===== src/rtl/cache_types_pkg.sv =====
// cache_types_pkg: shared FSM states, way type and datapath mux encodings for cache_ctrl
package cache_types_pkg;
   typedef enum logic [1:0] {IDLE, COMPARE, WRITEBACK, ALLOCATE} state_t;
   typedef logic way_t;
   localparam logic DSRC_CPU  = 1'b0;
   localparam logic DSRC_PMEM = 1'b1;
   localparam logic ADDR_CPU  = 1'b0;
   localparam logic ADDR_WB   = 1'b1;
   function automatic logic [1:0] way_onehot(way_t w);
      return w ? 2'b10 : 2'b01;
   endfunction
endpackage


===== src/rtl/cache_ctrl_if.sv =====
// cache_ctrl_if: CPU request, datapath status/control and pmem handshake bundle
interface cache_ctrl_if #(parameter int s_index = 3);
   logic               cpu_read;
   logic               cpu_write;
   logic [s_index-1:0] set_index;
   logic [1:0]         hit;
   logic [1:0]         dirty;
   logic               cpu_resp;
   logic               pmem_read;
   logic               pmem_write;
   logic               pmem_resp;
   logic               array_read;
   logic [1:0]         data_load;
   logic [1:0]         tag_load;
   logic [1:0]         valid_load;
   logic [1:0]         dirty_load;
   logic               dirty_in;
   logic               way_sel;
   logic               data_src;
   logic               addr_sel;
   modport master (
      input  cpu_read, cpu_write, set_index, hit, dirty, pmem_resp,
      output cpu_resp, pmem_read, pmem_write, array_read, data_load, tag_load,
             valid_load, dirty_load, dirty_in, way_sel, data_src, addr_sel
   );
   modport slave (
      output cpu_read, cpu_write, set_index, hit, dirty, pmem_resp,
      input  cpu_resp, pmem_read, pmem_write, array_read, data_load, tag_load,
             valid_load, dirty_load, dirty_in, way_sel, data_src, addr_sel
   );
endinterface


===== src/rtl/cache_ctrl_lru_array.sv =====
// lru_array: one LRU bit per set naming the next victim way; combinational read, one write port
module lru_array #(parameter int s_index = 3) (
   input  logic               clk,
   input  logic               rst,
   input  logic [s_index-1:0] idx,
   input  logic               we,
   input  logic               wdata,
   output logic               rdata
);
   logic [2**s_index-1:0] mem_q, mem_d;
   always_comb begin
      mem_d = mem_q;
      if (we) mem_d[idx] = wdata;
   end
   always_ff @(posedge clk) mem_q <= rst ? '0 : mem_d;
   assign rdata = mem_q[idx];
endmodule


===== src/rtl/cache_ctrl.sv =====
// cache_ctrl: 2-way set-associative write-back cache control FSM with per-set LRU
module cache_ctrl
   import cache_types_pkg::*;
#(parameter int s_index = 3) (
   input logic         clk,
   input logic         rst,
   cache_ctrl_if.master bus
);
   state_t state_q, state_d;
   way_t   victim_q, victim_d;
   way_t   hit_way;
   logic   lru_we, lru_wdata, lru_rd, req;

   lru_array #(.s_index(s_index)) u_lru (
      .clk(clk), .rst(rst), .idx(bus.set_index),
      .we(lru_we), .wdata(lru_wdata), .rdata(lru_rd)
   );

   assign req     = bus.cpu_read | bus.cpu_write;
   assign hit_way = bus.hit[0] ? 1'b0 : 1'b1;

   always_comb begin
      state_d        = state_q;
      victim_d       = victim_q;
      lru_we         = 1'b0;
      lru_wdata      = 1'b0;
      bus.cpu_resp   = 1'b0;
      bus.pmem_read  = 1'b0;
      bus.pmem_write = 1'b0;
      bus.array_read = 1'b0;
      bus.data_load  = '0;
      bus.tag_load   = '0;
      bus.valid_load = '0;
      bus.dirty_load = '0;
      bus.dirty_in   = 1'b0;
      bus.way_sel    = 1'b0;
      bus.data_src   = DSRC_CPU;
      bus.addr_sel   = ADDR_CPU;
      case (state_q)
         IDLE: begin
            bus.array_read = 1'b1;
            state_d        = req ? COMPARE : IDLE;
         end
         COMPARE: begin
            bus.array_read = 1'b1;
            if (!req) state_d = IDLE;
            else if (|bus.hit) begin
               bus.cpu_resp = 1'b1;
               bus.way_sel  = hit_way;
               lru_we       = 1'b1;
               lru_wdata    = ~hit_way;
               if (bus.cpu_write) begin
                  bus.data_load  = way_onehot(hit_way);
                  bus.dirty_load = way_onehot(hit_way);
                  bus.dirty_in   = 1'b1;
               end
               state_d = IDLE;
            end else begin
               victim_d = lru_rd;
               state_d  = bus.dirty[lru_rd] ? WRITEBACK : ALLOCATE;
            end
         end
         WRITEBACK: begin
            bus.pmem_write = 1'b1;
            bus.addr_sel   = ADDR_WB;
            bus.way_sel    = victim_q;
            if (bus.pmem_resp) state_d = ALLOCATE;
         end
         default: begin
            bus.pmem_read = 1'b1;
            bus.way_sel   = victim_q;
            if (bus.pmem_resp) begin
               bus.data_load  = way_onehot(victim_q);
               bus.tag_load   = way_onehot(victim_q);
               bus.valid_load = way_onehot(victim_q);
               bus.dirty_load = way_onehot(victim_q);
               bus.data_src   = DSRC_PMEM;
               state_d        = COMPARE;
            end
         end
      endcase
   end

   always_ff @(posedge clk) begin
      state_q  <= rst ? IDLE : state_d;
      victim_q <= rst ? 1'b0 : victim_d;
   end
endmodule


===== src/flat_wrapper.sv =====
// flat-port wrapper written by rule: the top's interface ports become plain ports
module cache_ctrl_flat import cache_types_pkg::*;
#(parameter int s_index = 3)
  (clk, rst, bus_cpu_read, bus_cpu_write, bus_set_index, bus_hit, bus_dirty, bus_pmem_resp, bus_cpu_resp, bus_pmem_read, bus_pmem_write, bus_array_read, bus_data_load, bus_tag_load, bus_valid_load, bus_dirty_load, bus_dirty_in, bus_way_sel, bus_data_src, bus_addr_sel);
  cache_ctrl_if #(.s_index(s_index)) bus_i ();
  input logic clk;
  input logic rst;
  input wire logic [$bits(bus_i.cpu_read)-1:0] bus_cpu_read;
  input wire logic [$bits(bus_i.cpu_write)-1:0] bus_cpu_write;
  input wire logic [$bits(bus_i.set_index)-1:0] bus_set_index;
  input wire logic [$bits(bus_i.hit)-1:0] bus_hit;
  input wire logic [$bits(bus_i.dirty)-1:0] bus_dirty;
  input wire logic [$bits(bus_i.pmem_resp)-1:0] bus_pmem_resp;
  output wire logic [$bits(bus_i.cpu_resp)-1:0] bus_cpu_resp;
  output wire logic [$bits(bus_i.pmem_read)-1:0] bus_pmem_read;
  output wire logic [$bits(bus_i.pmem_write)-1:0] bus_pmem_write;
  output wire logic [$bits(bus_i.array_read)-1:0] bus_array_read;
  output wire logic [$bits(bus_i.data_load)-1:0] bus_data_load;
  output wire logic [$bits(bus_i.tag_load)-1:0] bus_tag_load;
  output wire logic [$bits(bus_i.valid_load)-1:0] bus_valid_load;
  output wire logic [$bits(bus_i.dirty_load)-1:0] bus_dirty_load;
  output wire logic [$bits(bus_i.dirty_in)-1:0] bus_dirty_in;
  output wire logic [$bits(bus_i.way_sel)-1:0] bus_way_sel;
  output wire logic [$bits(bus_i.data_src)-1:0] bus_data_src;
  output wire logic [$bits(bus_i.addr_sel)-1:0] bus_addr_sel;
  assign bus_i.cpu_read = bus_cpu_read;
  assign bus_i.cpu_write = bus_cpu_write;
  assign bus_i.set_index = bus_set_index;
  assign bus_i.hit = bus_hit;
  assign bus_i.dirty = bus_dirty;
  assign bus_i.pmem_resp = bus_pmem_resp;
  assign bus_cpu_resp = bus_i.cpu_resp;
  assign bus_pmem_read = bus_i.pmem_read;
  assign bus_pmem_write = bus_i.pmem_write;
  assign bus_array_read = bus_i.array_read;
  assign bus_data_load = bus_i.data_load;
  assign bus_tag_load = bus_i.tag_load;
  assign bus_valid_load = bus_i.valid_load;
  assign bus_dirty_load = bus_i.dirty_load;
  assign bus_dirty_in = bus_i.dirty_in;
  assign bus_way_sel = bus_i.way_sel;
  assign bus_data_src = bus_i.data_src;
  assign bus_addr_sel = bus_i.addr_sel;
  cache_ctrl #(.s_index(s_index)) u_core (.clk(clk), .rst(rst), .bus(bus_i));
endmodule

===== config.mk =====
export PLATFORM = sky130hd
export DESIGN_NAME = cache_ctrl_flat
export DESIGN_NICKNAME = d
export VERILOG_FILES = /design/src/rtl/cache_types_pkg.sv /design/src/rtl/cache_ctrl_if.sv /design/src/rtl/cache_ctrl_lru_array.sv /design/src/rtl/cache_ctrl.sv /design/src/flat_wrapper.sv
export SDC_FILE = /design/constraint.sdc
export NUM_CORES = 1
export LEC_CHECK = 0
export ABC_AREA = 1
export CORE_MARGIN = 2
export CORE_UTILIZATION = 42
export CTS_CLUSTER_DIAMETER = 60
export DETAILED_ROUTE_END_ITERATION = 16
export PLACE_DENSITY = 0.77
export SETUP_SLACK_MARGIN = 0.02
export SYNTH_ARGS = -nofsm -noshare
export SYNTH_HDL_FRONTEND = slang
export SYNTH_SLANG_ARGS = --single-unit

===== constraint.sdc =====
create_clock -name clk -period 1.66 [get_ports clk]
set_input_delay 0.498 -clock clk [delete_from_list [all_inputs] [get_ports clk]]
set_output_delay 0.498 -clock clk [all_outputs]
set_load 0.005 [all_outputs]

==> key figures, run 1 <==
Logic synthesis
  – Flops & latches, synth: 11
  – Post-synth top area share: 29.9%
  – Synth top area cells: dfxtp_1 (30%), inv_1 (11%), nand2_1 (9.2%)
  – Synthesized cell area: 737 um2
  – YS warnings: 0
  – Distinct cells, synth: 17
  – Dominant cell type by area after synthesis: dfxtp_1
  – Synth Net Count: between 100 and 150
  – Syn Area/Cell: 6.30 um2
  – Register area share after synthesis: roughly 30%
  – Post-synthesis cell count: approximately 120

STA
  – Max-slew violation count: 0
  – Final setup violation count: 8
  – Max Freq: 577 MHz
  – Min cycle time layout: 1.73 ns
  – RSZ-0062 raised after global routing: true
  – Layout Skew: 0.000889 ns
  – Final Hold Vio Count: 0
  – Max_slew headroom: 82.5%
  – Setup WS post-layout: -0.0732 ns
  – Worst-Margin Slew: 0.262 ns
  – Final worst-path cycle share: 104%
  – Total Neg Setup Slack: -0.412 ns

Route
  – DR DRC count: 0
  – Drt wl/cell: 12.0 um
  – First-pass iteration count of the detailed router: 4
  – ANT nets after route: 0
  – Vias per cell: 5.01
  – Drt total wl: 2250 um
  – Iteration-0 DRC Markers: 13
  – Vias: 941

Worst setup path
  – CP Launch Type: input port
  – CP endpoint: bus_cpu_resp
  – CP Class: input port to primary output
  – Crit end category: primary output
  – Required time of the worst setup path: around 1.2 ns
  – Worst R2R Setup Slack: around 0.12 ns
  – Worst-case reg-to-reg path depth: 11
  – Worst-path fanout max: 2
  – Cell breakdown of the critical path: clkdlybuf4s15_1 -> buf_6 -> nor2_4 -> buf_4 -> nor2_4 -> buf_6
  – Reg-to-Reg Start: u_core.state_q[0]$_SDFFE_PP0P_
  – Crit-path max cell delay: 0.21 ns
  – CP arrival: about 1.2 ns
  – FF-to-FF End: u_core.u_lru.mem_q[1]$_SDFFE_PP0P_
  – CP max-delay cell: clkdlybuf4s15_1
  – Crit path from: bus_hit[0]

Global route
  – Pin count of the biggest net entering global routing: 9
  – First-pass GRT wire length: 3350 um
  – Met2 Usage GRT: 44.2%
  – Overflow after GRT: 0
  – Initial antenna violation count: 0
  – Met1 Usage GRT: 21.7%
  – Vias in the first global route: 833
  – GR Layer Usage met3: 3.17%
  – Global Route Usage Sum: 22.5%
  – Top Usage Layer GRT: met2

Layout
  – Layout Utilization: approximately three quarters
  – Final Non-Filler Cells: 188
  – Area Growth Syn to Fin: 71.0%
  – N_diodes: 0
  – Fillcell total: 138
  – Share of post-route cells with drive strength above 1: 44.4%
  – Nets: between 150 and 200
  – Design area: 1260 um2

Clock tree
  – CTS H-tree depth: 1
  – Worst skew pair latency: ~0.27 ns
  – Clk slew on worst S/H paths: 0.07 ns
  – CTS buffer count: 3
  – CTS tree: built
  – CTS Sinks: 11
  – Clk root buf: clkbuf_4
  – Clk buf depth: 2
  – Hold_buf cts: 0

Place
  – Cells after DPL: 174
  – GP Congestion: 0.844
  – DP HPWL: 1550 um
  – Buffers on Ports: 27
  – Placed inst area: 1130 um2

Job
  – Max-Cap Viols: 0

Floorplan
  – Initial Util: 43.6%
  – Die Width: 45.9 um
  – Die extent in y: 45.9 um
  – Num rows: 15
  – Number of I/O pins: 28
  – Full die area: 2110 um2
  – Core box area: 1690 um2

Hold path
  – Tightest Hold Check Type: flop to flop
  – Hold_sp: u_core.u_lru.mem_q[7]$_SDFFE_PP0P_

Power and ir drop
  – Pwr Total: about 0.7 mW
  – Power per cell area: 549 nW/um2
  – Peak VDD IR: 502 uV
  – Static leakage: about 0.63 nW

Status
  – Status: finished, violations left
  – Failing checks: negative setup slack
flip-flops by register name, summed over array words and instances (netlist names):
register / cells
u_core.victim_q: 1
u_core.u_lru.mem_q: 8
u_core.state_q: 2
cells in the mapped netlist:
cell      number
nand2_1       18
o21ai_0       10
clkinv_2       2
inv_2          2
inv_1         22
buf_4          5
nor2_1        11
clkbuf_1       1
nor3_2         1
nor2_2         1
a21oi_1       12
nor2_4         2
nand2_4        3
o21ai_1        2
o22ai_1        3
nand3_1       11
dfxtp_1       11
report_power, final:
part / internal, mW / total [mW] / leakage [nW] / switching (mW)
registers: 0.271 / 0.277 / 0.0898 / 0.00597
clock network: 0.0932 / 0.185 / 0.0150 / 0.0914
logic: 0.119 / 0.229 / 0.524 / 0.111
layout by cell type (no fill, tap or decap), types with 3 or more instances in the layout:
cell,count
buf_6,7
nand3_1,11
buf_4,23
a21oi_1,11
nand2_2,3
nor2_4,7
nor2_1,6
dlygate4sd2_1,4
inv_1,18
inv_2,4
buf_2,12
dfxtp_1,9
clkbuf_4,3
o21ai_0,10
clkdlybuf4s50_1,5
nand2_1,15
o22ai_2,3
nand2_4,3
layout make-up:
class / count / area (um2) / share of cell area (%)
Tap cell: 17 / 21.3 / 1.69
Multi-Input combinational cell: 74 / 443 / 35.2
Inverter: 26 / 108 / 8.54
Clock buffer: 4 / 26.3 / 2.09
Sequential cell: 11 / 223 / 17.7
Timing Repair Buffer: 56 / 439 / 34.9
worst min path at each step:
stage / cells after the start / slack, ns / endpoint
6_report: 2 / 0.45 / u_core.u_lru.mem_q[7]$_SDFFE_PP0P_
5_1_grt: 2 / 0.48 / u_core.u_lru.mem_q[7]$_SDFFE_PP0P_
4_1_cts: 2 / 0.45 / u_core.u_lru.mem_q[7]$_SDFFE_PP0P_
3_5_place_dp: 2 / 0.44 / u_core.u_lru.mem_q[7]$_SDFFE_PP0P_
3_3_place_gp: 2 / 0.45 / u_core.u_lru.mem_q[7]$_SDFFE_PP0P_
2_1_floorplan: 2 / 0.43 / u_core.u_lru.mem_q[6]$_SDFFE_PP0P_
cell families after synthesis:
group,after synthesis,share of synthesized area (%)
buffers and inverters,32,19.2
and+or+nand+nor,47,32.1
AOI/OAI and AO/OA,27,18.8
DFF,11,29.9
timing repair:
item,4_1_cts,5_1_grt
setup buffers,8,3
resized for setup,86,14
setup endpoints to repair,19,19
pin swaps,10,6
layer usage:
metal	up-vias	part of all wire [%]	wire length (um)
met4	0	1.7	38
met5	-	0	0
met1	424	38	861
met2	36	53	1200
met3	5	6.7	151
li1	476	-	-
stage by stage:
| step | hold slack, ns | worst slack [ns] |
|---|---|---|
| 5_1_grt | 0.476 | -0.140 |
| 4_1_cts | 0.454 | -0.0895 |
| 6_report | 0.452 | -0.0732 |
| 3_5_place_dp | 0.444 | -0.823 |
| 3_3_place_gp | 0.448 | -0.763 |
| 2_1_floorplan | 0.430 | 0.0733 |
worst max-delay path: cells and delay by family:
| family | cells | cell delay [ns] |
|---|---|---|
| buffers and inverters | 4 | 0.58 |
| AND/OR/NAND/NOR | 2 | 0.16 |
No activity file was read; power rests on OpenSTA's default activity.
==> run 2, diff against run 1 <==
CORE_AREA = 2 2 39 41   (was unset)
CORE_MARGIN = unset   (was 2)
CORE_UTILIZATION = unset   (was 42)
DIE_AREA = 0 0 41 43   (was unset)
DONT_BUFFER_PORTS = 1   (was unset)
PLACE_DENSITY = 0.71   (was 0.77)
==> key figures, run 2 (synthesis gave the netlist of run 1 again) <==
Power and ir drop
  – Peak VDD IR: 387 uV (was 502 uV)
  – Pwr Total: 0.570 mW (was 0.691 mW)
  – Static leakage: 0.349 nW (was 0.629 nW)
  – Power per cell area: 696 nW/um2 (was 549 nW/um2)

Worst setup path
  – Required time of the worst setup path: 1.16 ns (about the same)
  – Worst-case reg-to-reg path depth: 9 (was 11)
  – CP arrival: 1.11 ns (was 1.24 ns)
  – FF-to-FF End: u_core.u_lru.mem_q[6]$_SDFFE_PP0P_ (was u_core.u_lru.mem_q[1]$_SDFFE_PP0P_)
  – CP Class: flop to primary output (was input port to primary output)
  – Crit end category: primary output (unchanged)
  – Reg-to-Reg Start: u_core.state_q[0]$_SDFFE_PP0P_ (unchanged)
  – Worst R2R Setup Slack: 0.35 ns (was 0.12 ns)
  – Worst-path fanout max: 4 (was 2)
  – CP Launch Type: flop (was input port)

Layout
  – Area Growth Syn to Fin: 11.0% (was 71.0%)
  – Final Non-Filler Cells: 132 (was 188)
  – Share of post-route cells with drive strength above 1: 22.4% (was 44.4%)
  – Commonest non-fill, non-tap cell in the layout: inv_1 (was buf_4)
  – Layout Utilization: 59.1% (was 74.6%)
  – N_diodes: 0 (unchanged)
  – Max reg flops: 8 (unchanged)
  – Biggest register: u_core.u_lru.mem_q (unchanged)
  – Commonest cells after routing, fill and taps aside: inv_1 (21), nand2_1 (16), a21oi_1 (12) (was buf_4 (23), inv_1 (18), nand2_1 (15))
  – Nets: 129 (was 184)
  – Biggest regs: u_core.u_lru.mem_q: 8 flops, u_core.state_q: 2 flops, u_core.victim_q: 1 flops (unchanged)
  – Fillcell total: 134 (was 138)

Global route
  – Global Route Usage Sum: 19.6% (was 22.5%)
  – Overflow after GRT: 0 (unchanged)
  – Vias in the first global route: 589 (was 833)
  – Pin count of the biggest net entering global routing: 9 (unchanged)
  – First-pass GRT wire length: 2280 um (was 3350 um)
  – Initial antenna violation count: 0 (unchanged)

STA
  – Max_slew headroom: 78.9% (was 82.5%)
  – Final Hold Vio Count: 0 (unchanged)
  – Total Neg Setup Slack: 0 ns (was -0.412 ns)
  – Hold Slack: 0.274 ns (was 0.452 ns)
  – Final worst-path cycle share: 97.0% (was 104%)
  – Max-slew violation count: 0 (unchanged)
  – Final setup violation count: 0 (was 8)
  – Worst-Margin Slew: 0.316 ns (was 0.262 ns)
  – Layout Skew: 0.00984 ns (was 0.000889 ns)
  – Min cycle time layout: 1.61 ns (was 1.73 ns)
  – Max Freq: 621 MHz (was 577 MHz)
  – RSZ-0062 raised after global routing: true (unchanged)

Route
  – Routed met2 length: 741 um (was 1200 um)
  – DR DRC count: 0 (unchanged)
  – Met1 wire length: 624 um (was 861 um)
  – Uppermost layer routed: met4 (unchanged)
  – ANT nets after route: 0 (unchanged)
  – Iteration-0 DRC Markers: 9 (was 13)
  – First-pass iteration count of the detailed router: 4 (unchanged)
  – Vias: 702 (was 941)
  – Met3 wire len: 126 um (was 151 um)
  – Drt wl/cell: 11.6 um (was 12.0 um)
  – Drt total wl: 1540 um (was 2250 um)
  – Vias per cell: 5.32 (was 5.01)

Place
  – DP HPWL: 1180 um (was 1550 um)
  – GP Congestion: 0.787 (was 0.844)
  – Cells after DPL: 128 (was 174)
  – Buffers on Ports: 0 (was 27)

Floorplan
  – Num rows: 14 (was 15)
  – Die Width: 41 um (was 45.9 um)
  – Die extent in y: 43 um (was 45.9 um)
  – Number of I/O pins: 28 (unchanged)
  – Core box area: 1380 um2 (was 1690 um2)
  – Full die area: 1760 um2 (was 2110 um2)
  – Initial Util: 53.3% (was 43.6%)

Hold path
  – Hold path cells: 1 (was 2)
  – Hold_sp: rst (was u_core.u_lru.mem_q[7]$_SDFFE_PP0P_)
  – Tightest Hold Check Type: input port to flop (was flop to flop)
  – Hold Path End: u_core.u_lru.mem_q[0]$_SDFFE_PP0P_ (was u_core.u_lru.mem_q[7]$_SDFFE_PP0P_)

Clock tree
  – CTS H-tree depth: 1 (unchanged)
  – Clk root buf: clkbuf_4 (unchanged)
  – Clk slew on worst S/H paths: 0.07 ns (about the same)
  – Worst skew pair latency: 0.28 ns (was 0.27 ns)
  – CTS buffer count: 3 (unchanged)
  – Clk buf depth: 2 (unchanged)
  – CTS Sinks: 11 (unchanged)
  – CTS tree: built (unchanged)

Job
  – Max-Cap Viols: 0 (unchanged)

Status
  – Status: finished, final reports clean (was finished, violations left)
run 2: cell count changes in the layout (fill, tap and decap cells not counted), moves of 3 or more:
cell and change:
buf_4 -22, buf_2 -12, buf_6 -7, clkdlybuf4s50_1 -5
dlygate4sd2_1 -4, inv_1 +3, o22ai_2 -3
run 2: per-layer routing:
metal	vias to the layer above	global-route usage (%)
met5	-	0
met4	0	14.7
met3	5	5.24
met2	28	30.6
met1	303	21.0
li1	366	-
run 2: what timing repair did:
item / in CTS / in global routing
endpoints found under the hold margin: 0 / 0
resized for setup: 8 / 11
pin swaps: 1 / 3
hold buffers: 0 / 0
setup buffers: 0 / 0
setup endpoints to repair: 8 / 9
run 2: stage by stage:
stage          setup slack (ns)  area, um2
5_1_grt                 -0.0190        818
4_1_cts                  0.0164        772
3_5_place_dp              0.128        723
3_3_place_gp              0.162        723
6_report                 0.0490        818
2_1_floorplan            0.0733        737
run 2: power breakdown:
group / internal (mW) / switching, mW / total (mW)
logic: 0.0324 / 0.0699 / 0.102
clock network: 0.0934 / 0.0949 / 0.188
registers: 0.271 / 0.00836 / 0.279
run 2: critical path, cell delays in order (launching register included):
cell and delay, ns:
dfxtp_2 0.36, inv_2 0.06, nor2_4 0.14, nand2_4 0.09
o22ai_4 0.20
run 2: layout make-up:
cell class	instances	area, um2	share of cell area [%]
multi-input combinational	74	435	53.2
sequential	11	226	27.7
inverter	26	103	12.5
clock buffer	4	26.3	3.21
tap	16	20.0	2.45
timing repair buffer	1	7.51	0.917
run 2: how the worst max path moves through the flow:
stage               cells after the start                      startpoint  slack [ns]                end
floorplan                               5                   bus_pmem_resp        0.07  bus_dirty_load[0]
global placement                        4                   bus_pmem_resp        0.16   bus_data_load[1]
detailed placement                      4                   bus_pmem_resp        0.13   bus_data_load[1]
CTS                                     4  u_core.state_q[1]$_SDFFE_PP0P_        0.02   bus_data_load[1]
global route                            4  u_core.state_q[0]$_SDFFE_PP0P_       -0.02  bus_dirty_load[0]
finish                                  4  u_core.state_q[0]$_SDFFE_PP0P_        0.05  bus_dirty_load[0]
==> run 3, diff against run 2 <==
GPL_ROUTABILITY_DRIVEN = 0   (was unset)
PLACE_DENSITY = unset   (was 0.71)
PLACE_DENSITY_LB_ADDON = 0.1   (was unset)
==> key figures, run 3 (synthesis gave the netlist of run 1 again) <==
STA
  – Max_slew headroom: 79.2% (was 78.9%)
  – Setup WS post-layout: 0.0832 ns (was 0.0490 ns)
  – Final Hold Vio Count: 0 (unchanged)
  – Max Freq: 634 MHz (was 621 MHz)
  – Total Neg Setup Slack: 0 ns (unchanged)
  – Worst-Margin Slew: 0.312 ns (was 0.316 ns)
  – Min cycle time layout: 1.58 ns (was 1.61 ns)
  – Max-slew violation count: 0 (unchanged)
  – Layout Skew: 0.00164 ns (was 0.00984 ns)
  – Final worst-path cycle share: 95.0% (was 97.0%)
  – Final setup violation count: 0 (unchanged)
  – RSZ-0062 raised after global routing: true (unchanged)

Floorplan
  – Die Width: 41 um (unchanged)
  – Full die area: 1760 um2 (unchanged)
  – Num rows: 14 (unchanged)
  – Core box area: 1380 um2 (unchanged)
  – Number of I/O pins: 28 (unchanged)
  – Die extent in y: 43 um (unchanged)
  – Initial Util: 53.3% (unchanged)

Clock tree
  – Post-CTS Setup Inserts: 0 (unchanged)
  – CTS H-tree depth: 1 (unchanged)
  – CTS buffer count: 3 (unchanged)
  – CTS Sinks: 11 (unchanged)
  – Clk buf depth: 2 (unchanged)
  – CTS tree: built (unchanged)
  – Clk slew on worst S/H paths: 0.07 ns (about the same)
  – Worst skew pair latency: 0.27 ns (was 0.28 ns)
  – Clk root buf: clkbuf_4 (unchanged)

Worst setup path
  – CP max-delay cell: dfxtp_2 (unchanged)
  – Crit path buffers/inverters: 1 (unchanged)
  – CP Launch Type: flop (unchanged)
  – Crit end category: primary output (unchanged)
  – CP Class: flop to primary output (unchanged)
  – Cell breakdown of the critical path: inv_2 -> nor2_4 -> nand2_4 -> o22ai_4 (unchanged)
  – CP arrival: 1.08 ns (was 1.11 ns)
  – Crit-path max cell delay: 0.36 ns (about the same)
  – Worst-path fanout max: 4 (unchanged)
  – Largest delay contributor family on the critical path: flip-flops (unchanged)
  – Required time of the worst setup path: 1.16 ns (about the same)

Layout
  – Commonest non-fill, non-tap cell in the layout: inv_1 (unchanged)
  – Biggest register: u_core.u_lru.mem_q (unchanged)
  – Commonest cells after routing, fill and taps aside: inv_1 (21), nand2_1 (17), a21oi_1 (12) (was inv_1 (21), nand2_1 (16), a21oi_1 (12))
  – Biggest regs: u_core.u_lru.mem_q: 8 flops, u_core.state_q: 2 flops, u_core.victim_q: 1 flops (unchanged)
  – Fillcell total: 142 (was 134)
  – N_diodes: 0 (unchanged)
  – Nets: 129 (unchanged)
  – Share of post-route cells with drive strength above 1: 21.6% (was 22.4%)
  – Max reg flops: 8 (unchanged)
  – Area Growth Syn to Fin: 10.7% (was 11.0%)

Job
  – Max-Cap Viols: 0 (unchanged)

Global route
  – Global Route Usage Sum: 19.2% (was 19.6%)
  – Initial antenna violation count: 0 (unchanged)
  – Vias in the first global route: 595 (was 589)
  – Pin count of the biggest net entering global routing: 9 (unchanged)
  – Overflow after GRT: 0 (unchanged)
  – First-pass GRT wire length: 2260 um (was 2280 um)

Place
  – Buffers on Ports: 0 (unchanged)
  – Dpl ws: 0.119 ns (was 0.128 ns)
  – DP HPWL: 1230 um (was 1180 um)

Power and ir drop
  – Comb pwr share: 18.0% (about the same)
  – Clock network power share: 32.2% (was 33.1%)
  – P_sw: 0.165 mW (was 0.173 mW)
  – Sequential Power Share: 49.7% (was 49.0%)
  – Power per cell area: 687 nW/um2 (was 696 nW/um2)
  – Peak VDD IR: 526 uV (was 387 uV)
  – Pint: 0.396 mW (about the same)
  – Sw Share: 29.4% (was 30.4%)
  – Static leakage: 0.349 nW (about the same)

Route
  – Drt total wl: 1570 um (was 1540 um)
  – ANT nets after route: 0 (unchanged)
  – Iteration-0 DRC Markers: 16 (was 9)
  – Drt wl/cell: 11.9 um (was 11.6 um)
  – DR DRC count: 0 (unchanged)
  – Vias per cell: 5.36 (was 5.32)
  – First-pass iteration count of the detailed router: 4 (unchanged)
  – Vias: 707 (was 702)

Status
  – Status: finished, final reports clean (unchanged)

Hold path
  – Tightest Hold Check Type: input port to flop (unchanged)
run 3: path summary, 6_finish.rpt:
path | startpoint | end | slack (ns) | cells after the start
worst max-delay path | u_core.state_q[0]$_SDFFE_PP0P_ | bus_data_load[0] | 0.08 | 4
worst max register to register | u_core.state_q[0]$_SDFFE_PP0P_ | u_core.u_lru.mem_q[6]$_SDFFE_PP0P_ | 0.35 | 9
worst min-delay path | rst | u_core.state_q[1]$_SDFFE_PP0P_ | 0.28 | 1
worst min register to register | u_core.u_lru.mem_q[7]$_SDFFE_PP0P_ | u_core.u_lru.mem_q[7]$_SDFFE_PP0P_ | 0.46 | 2
run 3: final cells by class:
class | count | area, um2 | area share [%]
inverter | 26 | 103 | 12.6
sequential | 11 | 226 | 27.8
tap | 16 | 20.0 | 2.45
clock buffer | 4 | 26.3 | 3.22
timing repair buffer | 1 | 7.51 | 0.920
multi-input combinational | 74 | 433 | 53.1
run 3: what timing repair did:
item,CTS,global route
resized for setup,10,8
hold buffers,0,0
hold endpoints to repair,0,0
endpoints found under the setup margin,8,8
pin swaps,1,1
run 3: stage by stage:
step	cells	hold WS [ns]	cell area, um2	utilization (%)	power, mW
2_1_floorplan	117	0.430	737	-	0.364
3_3_place_gp	128	0.451	723	52.3	0.372
3_5_place_dp	128	0.452	723	52.3	0.373
4_1_cts	132	0.273	782	56.5	0.565
5_1_grt	132	0.271	816	59.0	0.597
6_report	132	0.281	816	59.0	0.560
run 3: routing by layer:
metal	track usage, %	vias up	part of all wire (%)
met3	4.19	2	7.7
met5	0	-	0
li1	-	364	-
met2	33.1	31	53
met1	19.1	310	38
met4	12.0	0	0.89
run 3: power by group through the flow:
| stage | Sequential (mW) | Clock [mW] | Combinational, mW |
|---|---|---|---|
| after global placement | 0.283 | 0 | 0.0890 |
| after CTS | 0.279 | 0.189 | 0.0968 |
| after detailed placement | 0.283 | 0 | 0.0899 |
| after floorplan | 0.282 | 0 | 0.0823 |
| final | 0.279 | 0.181 | 0.101 |
| after global routing | 0.279 | 0.201 | 0.116 |
